`src/rtl/awgn_clt_gen.sv`:
```
// awgn_clt_gen: multi-channel Gaussian noise source based on the central limit theorem.
// Each channel runs a taus88 uniform generator. It sums K = 2^LOG2_K draws, removes the
// mean K*2^15, scales the result by iSigma, arithmetically shifts right by SHIFT and
// presents it on oNoise. All channels run in lockstep behind a valid/ready handshake.
//
// Optional feature: define AWGN_SAT_EN to clamp each result symmetrically to
// +/-(2^(OUT_W-1)-1). When it is undefined, the result simply wraps to OUT_W bits.
//
// Ports:
//   iClk         clock
//   iRst         synchronous active-high reset
//   iSeed_load   reload seeds and restart accumulation (accepted in any state)
//   iSeed        per channel {s3,s2,s1}, 32 bits each, channel 0 in the LSBs
//   iSigma       unsigned noise scale, sampled in the SCALE cycle
//   iReady       downstream accepts oNoise
//   oNoise       signed samples, OUT_W bits per channel, channel 0 in the LSBs
//   oValid       oNoise holds a fresh sample
//   oSample_cnt  number of accepted samples, wrapping
module awgn_clt_gen #(
  parameter int NUM_CH = 2,
  parameter int LOG2_K = 4,
  parameter int OUT_W  = 16,
  parameter int SHIFT  = 16
) (
  input  logic                    iClk,
  input  logic                    iRst,
  input  logic                    iSeed_load,
  input  logic [NUM_CH*96-1:0]    iSeed,
  input  logic [15:0]             iSigma,
  input  logic                    iReady,
  output logic [NUM_CH*OUT_W-1:0] oNoise,
  output logic                    oValid,
  output logic [31:0]             oSample_cnt
);

  localparam int K     = 1 << LOG2_K;
  localparam int ACC_W = 16 + LOG2_K;
  localparam int C_W   = 17 + LOG2_K;
  localparam int P_W   = C_W + 17;

  typedef enum logic [1:0] {SEED, ACC, SCALE, VALID} stateT;

  stateT             state;
  stateT             nextState;
  logic [LOG2_K-1:0] drawCnt;
  logic [31:0]       sampleCnt;
  logic              handshake;

  assign handshake   = (state == VALID) && iReady;
  assign oValid      = (state == VALID);
  assign oSample_cnt = sampleCnt;

  // State register. Reset always returns to SEED, so a fresh seed load is required.
  always_ff @(posedge iClk) begin
    if (iRst) begin
      state <= SEED;
    end else begin
      state <= nextState;
    end
  end

  // Next-state logic. A seed load overrides every other transition, including a
  // pending handshake in VALID, which discards the sample that is being held.
  always_comb begin
    nextState = state;
    case (state)
      SEED:    nextState = SEED;
      ACC:     if (&drawCnt) nextState = SCALE;
      SCALE:   nextState = VALID;
      VALID:   if (iReady) nextState = ACC;
      default: nextState = SEED;
    endcase
    if (iSeed_load) nextState = ACC;
  end

  // Draw counter. It wraps to zero naturally after the K-th draw, so it is already
  // cleared when accumulation restarts after a handshake.
  always_ff @(posedge iClk) begin
    if (iRst) begin
      drawCnt <= '0;
    end else if (iSeed_load) begin
      drawCnt <= '0;
    end else if (state == ACC) begin
      drawCnt <= drawCnt + LOG2_K'(1);
    end
  end

  // Accepted-sample counter. A seed load in the same cycle as a handshake wins, and
  // in that case the sample is not counted.
  always_ff @(posedge iClk) begin
    if (iRst) begin
      sampleCnt <= '0;
    end else if (!iSeed_load && handshake) begin
      sampleCnt <= sampleCnt + 32'd1;
    end
  end

  for (genvar ch = 0; ch < NUM_CH; ch++) begin : gChan
    logic [31:0]              s1, s2, s3;
    logic [31:0]              t1, t2, t3;
    logic [31:0]              n1, n2, n3;
    logic [31:0]              urn;
    logic [ACC_W-1:0]         acc;
    logic signed [C_W-1:0]    centred;
    logic signed [P_W-1:0]    product;
    logic signed [P_W-1:0]    shifted;
    logic signed [OUT_W-1:0]  scaled;
    logic signed [OUT_W-1:0]  noiseReg;

    // taus88 recurrences, one step per ACC cycle; urn is the output of the new state.
    assign t1  = ((s1 << 13) ^ s1) >> 19;
    assign n1  = ((s1 & 32'hFFFF_FFFE) << 12) ^ t1;
    assign t2  = ((s2 << 2) ^ s2) >> 25;
    assign n2  = ((s2 & 32'hFFFF_FFF8) << 4) ^ t2;
    assign t3  = ((s3 << 3) ^ s3) >> 11;
    assign n3  = ((s3 & 32'hFFFF_FFF0) << 17) ^ t3;
    assign urn = n1 ^ n2 ^ n3;

    // The sum of K 16-bit uniforms has mean K*2^15. Subtracting it gives a signed
    // value that is one bit wider than the accumulator.
    assign centred = $signed({1'b0, acc}) - $signed(C_W'(K << 15));
    assign product = centred * $signed({1'b0, iSigma});
    assign shifted = product >>> SHIFT;

    // Reduce to OUT_W bits, either by saturating or by two's-complement wrap.
`ifdef AWGN_SAT_EN
    localparam logic signed [P_W-1:0] SAT_MAX = (P_W'(1) << (OUT_W - 1)) - P_W'(1);
    localparam logic signed [P_W-1:0] SAT_MIN = -SAT_MAX;
    always_comb begin
      scaled = OUT_W'(shifted);
      if (shifted > SAT_MAX) begin
        scaled = OUT_W'(SAT_MAX);
      end else if (shifted < SAT_MIN) begin
        scaled = OUT_W'(SAT_MIN);
      end
    end
`else
    assign scaled = OUT_W'(shifted);
`endif

    // Per-channel URNG state, accumulator and output register. The URNG state only
    // advances in ACC, so it is frozen while a sample is being scaled or held.
    always_ff @(posedge iClk) begin
      if (iRst) begin
        s1       <= '0;
        s2       <= '0;
        s3       <= '0;
        acc      <= '0;
        noiseReg <= '0;
      end else if (iSeed_load) begin
        s1  <= iSeed[ch*96 +: 32]      | 32'h2;
        s2  <= iSeed[ch*96 + 32 +: 32] | 32'h8;
        s3  <= iSeed[ch*96 + 64 +: 32] | 32'h10;
        acc <= '0;
      end else begin
        case (state)
          ACC: begin
            s1  <= n1;
            s2  <= n2;
            s3  <= n3;
            acc <= acc + ACC_W'(urn[31:16]);
          end
          SCALE:   noiseReg <= scaled;
          VALID:   if (iReady) acc <= '0;
          default: ;
        endcase
      end
    end

    assign oNoise[ch*OUT_W +: OUT_W] = noiseReg;
  end

endmodule

```
`config.mk`:
```
export PLATFORM = sky130hd
export DESIGN_NAME = awgn_clt_gen
export DESIGN_NICKNAME = d
export VERILOG_FILES = /design/src/rtl/awgn_clt_gen.sv
export SDC_FILE = /design/constraint.sdc
export NUM_CORES = 2
export LEC_CHECK = 0
export ABC_CLOCK_PERIOD_IN_PS = 16400
export BUFFER_PORTS_ARGS = -buffer_cell sky130_fd_sc_hd__clkbuf_2
export CAP_MARGIN = 10
export CORE_MARGIN = 4
export CORE_UTILIZATION = 45
export CTS_BUF_LIST = sky130_fd_sc_hd__clkbuf_8
export CTS_CLUSTER_DIAMETER = 40
export DETAILED_ROUTE_END_ITERATION = 7
export PLACE_DENSITY = 0.68
export SLEW_MARGIN = 10
export SYNTH_ARGS = -nofsm -noshare
export SYNTH_HDL_FRONTEND = slang
export SYNTH_SLANG_ARGS = --single-unit
```
`constraint.sdc`:
```
create_clock -name iClk -period 16.4 [get_ports iClk]
set_input_delay 2.46 -clock iClk [delete_from_list [all_inputs] [get_ports iClk]]
set_output_delay 2.46 -clock iClk [all_outputs]
set_load 0.01 [all_outputs]
```
==> metrics.cfg <==
[outcome]
outcome=complete, no violations

[finish]
layout.area.seq_um2=5725
fin_area_um2=38340
area_growth_pct=8.884
final_core_util=0.4949
drive_above_1_share=0.09011
multi_input_comb_area_um2=25830
layout.nets=5245
fillers=7502

[critical_path]
reg2reg_from=gChan[0].acc[3]
critPathArrivalTime_ns=9.10
crit_chain=clkbuf_2 -> and2_1 -> fa_1 -> inv_1 -> fa_1 -> fa_1 -> inv_1 -> fa_1 -> fa_1 -> inv_1 -> fa_1 -> inv_1 -> ha_1 -> a211oi_1 -> nand2_1 -> a211oi_1 -> nand3b_1 -> a31oi_1 -> o221ai_1 -> a21oi_1 -> o21bai_1 -> xor2_1 -> a22o_1
critPathLaunchType=input port
regToRegSetupSlack_ns=9.59
worst_path_dominant_cell_family=adder cells
slowest_stage=clkbuf_2
rr_worst_depth=23
timing.rr.end=gChan[0].noiseReg[9]
cpMostUsedCell=fa_1
required_ns=16.87
critPathKind=in2reg
slowest_delay_ns=0.56
cp-end-kind=flop
crit_buf_inv=5
cp_max_fo=40

[sta]
worst_pin_slew_ns=1.130
drv_slew=0
fin_skew_ns=0.04630
fin_crit_ns=8.628
finalHoldViolCount=0
relSlewSlack=0.2467
setup_viol=0
rsz0062_at_grt=false
tns_ns=0
period_share=0.5261
fmax_mhz=115.9

[global_route]
grt_util_all_layers=0.2245
grt_antenna_before_repair=6
grt_overflow_total=0
first_global_vias=28269
grt_pass1_wl_mm=148.4
grt_max_degree=217

[synthesis]
synth_nets=5115
netlist_area_um2=35210
yosysMostFrequentCell=inv_1
yosysWarnings=0
synth_area_per_cell_um2=8.500
async_flop_share=0
synth_edf_count=0
ys_seq_area_frac=0.1626
yosysTopAreaCellShare=0.3207
synthCells=4142
synthTopCellsByCount=inv_1, fa_1, nand2_1
ys_ff_latch=286
synth_ff_type=dfxtp_1
synth.distinct_cells=61
synthTopCellsByArea=fa_1, dfxtp_1, inv_1
synth_largest_area_cell=fa_1

[min_path]
whs_path_depth=2
min_to=gChan[1].noiseReg[6]
worstHoldStart=gChan[1].noiseReg[6]
worstHoldPathType=reg2reg

[floorplan]
die_h_um=287.7
die_w_um=287.7
rows=102
boundaryPins=277
core-area_um2=77470
start_util=0.4545
die-area_um2=82780

[cts]
cts_buffers=46
cts_resized=0
cts_tree=done
htreeDepth=2
insertion_delay_ns=0.59
hold_buffers=0
clock_sink_count=286
cts_setup_buffers=0
cts-root-buf=clkbuf_8
clkTransAtPathRegs_ns=0.06
cts_max_path_buffers=3

[placement]
placed_cell_area_um2=37350
globalplace.congestion=0.8581
dp_hpwl_mm=67.78
io_buffer_count=254

[power_and_ir_drop]
power.density_nw_per_um2=79.64
peakVddDrop_v=0.00009737
p_leak_nw=18.54

[route]
wl_met2_mm=44.90
first_iter_violations=1480
num_vias=27219
wl_met1_mm=37.75
dr.max_layer_used=met5
drt-total-wl_mm=91.88
wl_per_cell_um=17.18
ant_nets=0
drtPass1Iterations=5
vias_per_cell=5.089
drcViolationCount=0
wl_met3_mm=6.299

[run]
drv_cap=0

worst max path at each step:
stage	start	end	slack [ns]	depth (start not counted)
CTS	iSigma[6]	gChan[0].noiseReg[9]	7.77	23
floorplan	iSigma[8]	gChan[0].noiseReg[9]	8.08	25
global route	iSigma[6]	gChan[0].noiseReg[9]	7.38	23
finish	iSigma[6]	gChan[0].noiseReg[9]	7.77	23
detailed placement	iSigma[6]	gChan[0].noiseReg[9]	7.16	23
global placement	iSigma[6]	gChan[0].noiseReg[9]	7.19	23
placed cells by master (no fill, tap or decap), types with 44 or more instances in the layout:
| cell type | Yosys | final |
|---|---|---|
| a211oi_1 | 62 | 62 |
| nor2_1 | 424 | 424 |
| clkbuf_8 | 0 | 60 |
| ha_1 | 197 | 196 |
| clkbuf_2 | 0 | 252 |
| xor2_1 | 53 | 53 |
| a21oi_1 | 254 | 253 |
| xnor2_1 | 191 | 191 |
| nand2_1 | 428 | 428 |
| fa_1 | 564 | 564 |
| inv_1 | 765 | 776 |
| dfxtp_1 | 286 | 286 |
| mux2i_1 | 121 | 121 |
| and2_1 | 280 | 280 |
| o21ai_0 | 44 | 44 |
power breakdown:
part / internal [mW] / switching (mW) / total, mW
Combinational: 0.711 / 0.895 / 1.61
Sequential: 0.736 / 0.0511 / 0.787
Clock: 0.357 / 0.302 / 0.659
Total: 1.80 / 1.25 / 3.05
routing by layer:
metal  GRT usage  vias to the layer above
li1            -                    12863
met1      0.2866                    13422
met2      0.3876                      753
met3     0.04109                      179
met4     0.06943                        2
met5           0                        -
logic make-up (layout without fill, tap and decap cells):
| family | after synthesis | count (layout) | share of synthesized area |
|---|---|---|---|
| muxes | 121 | 121 | 0.03440 |
| adders and majority gates | 761 | 761 | 0.3907 |
| AOI/OAI and AO/OA | 467 | 467 | 0.08006 |
| buffers and inverters | 980 | 1144 | 0.1045 |
| other | 0 | 3 | 0 |
| DFF | 286 | 286 | 0.1626 |
| and+or+nand+nor | 1283 | 1283 | 0.1671 |
| xor gates and xnor gates | 244 | 244 | 0.06070 |
final cells by class:
cell class                 count  share of cell area
multi-input combinational   2876              0.6737
sequential                   286              0.1493
inverter                     765             0.07490
timing repair buffer         297             0.04240
tap                         1040             0.03394
clock buffer                  59             0.02118
clock inverter                23            0.004373
antenna                        3           0.0001958
flip-flops by register name (all words and copies together) (netlist names):
name and count:
gChan.s1 62, oSample_cnt 32, gChan.s2 58, gChan.acc 40, drawCnt 4, state 2, gChan.noiseReg 32, gChan.s3 56
metrics by stage:
stage	power, mW	worst slack (ns)	hold WS [ns]	std cells
global route	3.346	7.385	0.4736	5349
floorplan	2.051	8.082	0.4761	4142
detailed placement	2.426	7.155	0.4456	5264
finish	3.053	7.772	0.4503	5349
global placement	2.393	7.194	0.4403	5264
CTS	3.098	7.772	0.4528	5346
worst reg2reg max path: cells and delay by family, from the launching register on:
family                   cells  cell delay, ns
adder cells (fa/ha/maj)      7            2.91
AO/OA/AOI/OAI                7            1.65
flip-flops                   1            1.06
AND/OR/NAND/NOR              3            0.60
buffers and inverters        5            0.34
XOR/XNOR                     1            0.16
Power figures use the tool's default switching activity.
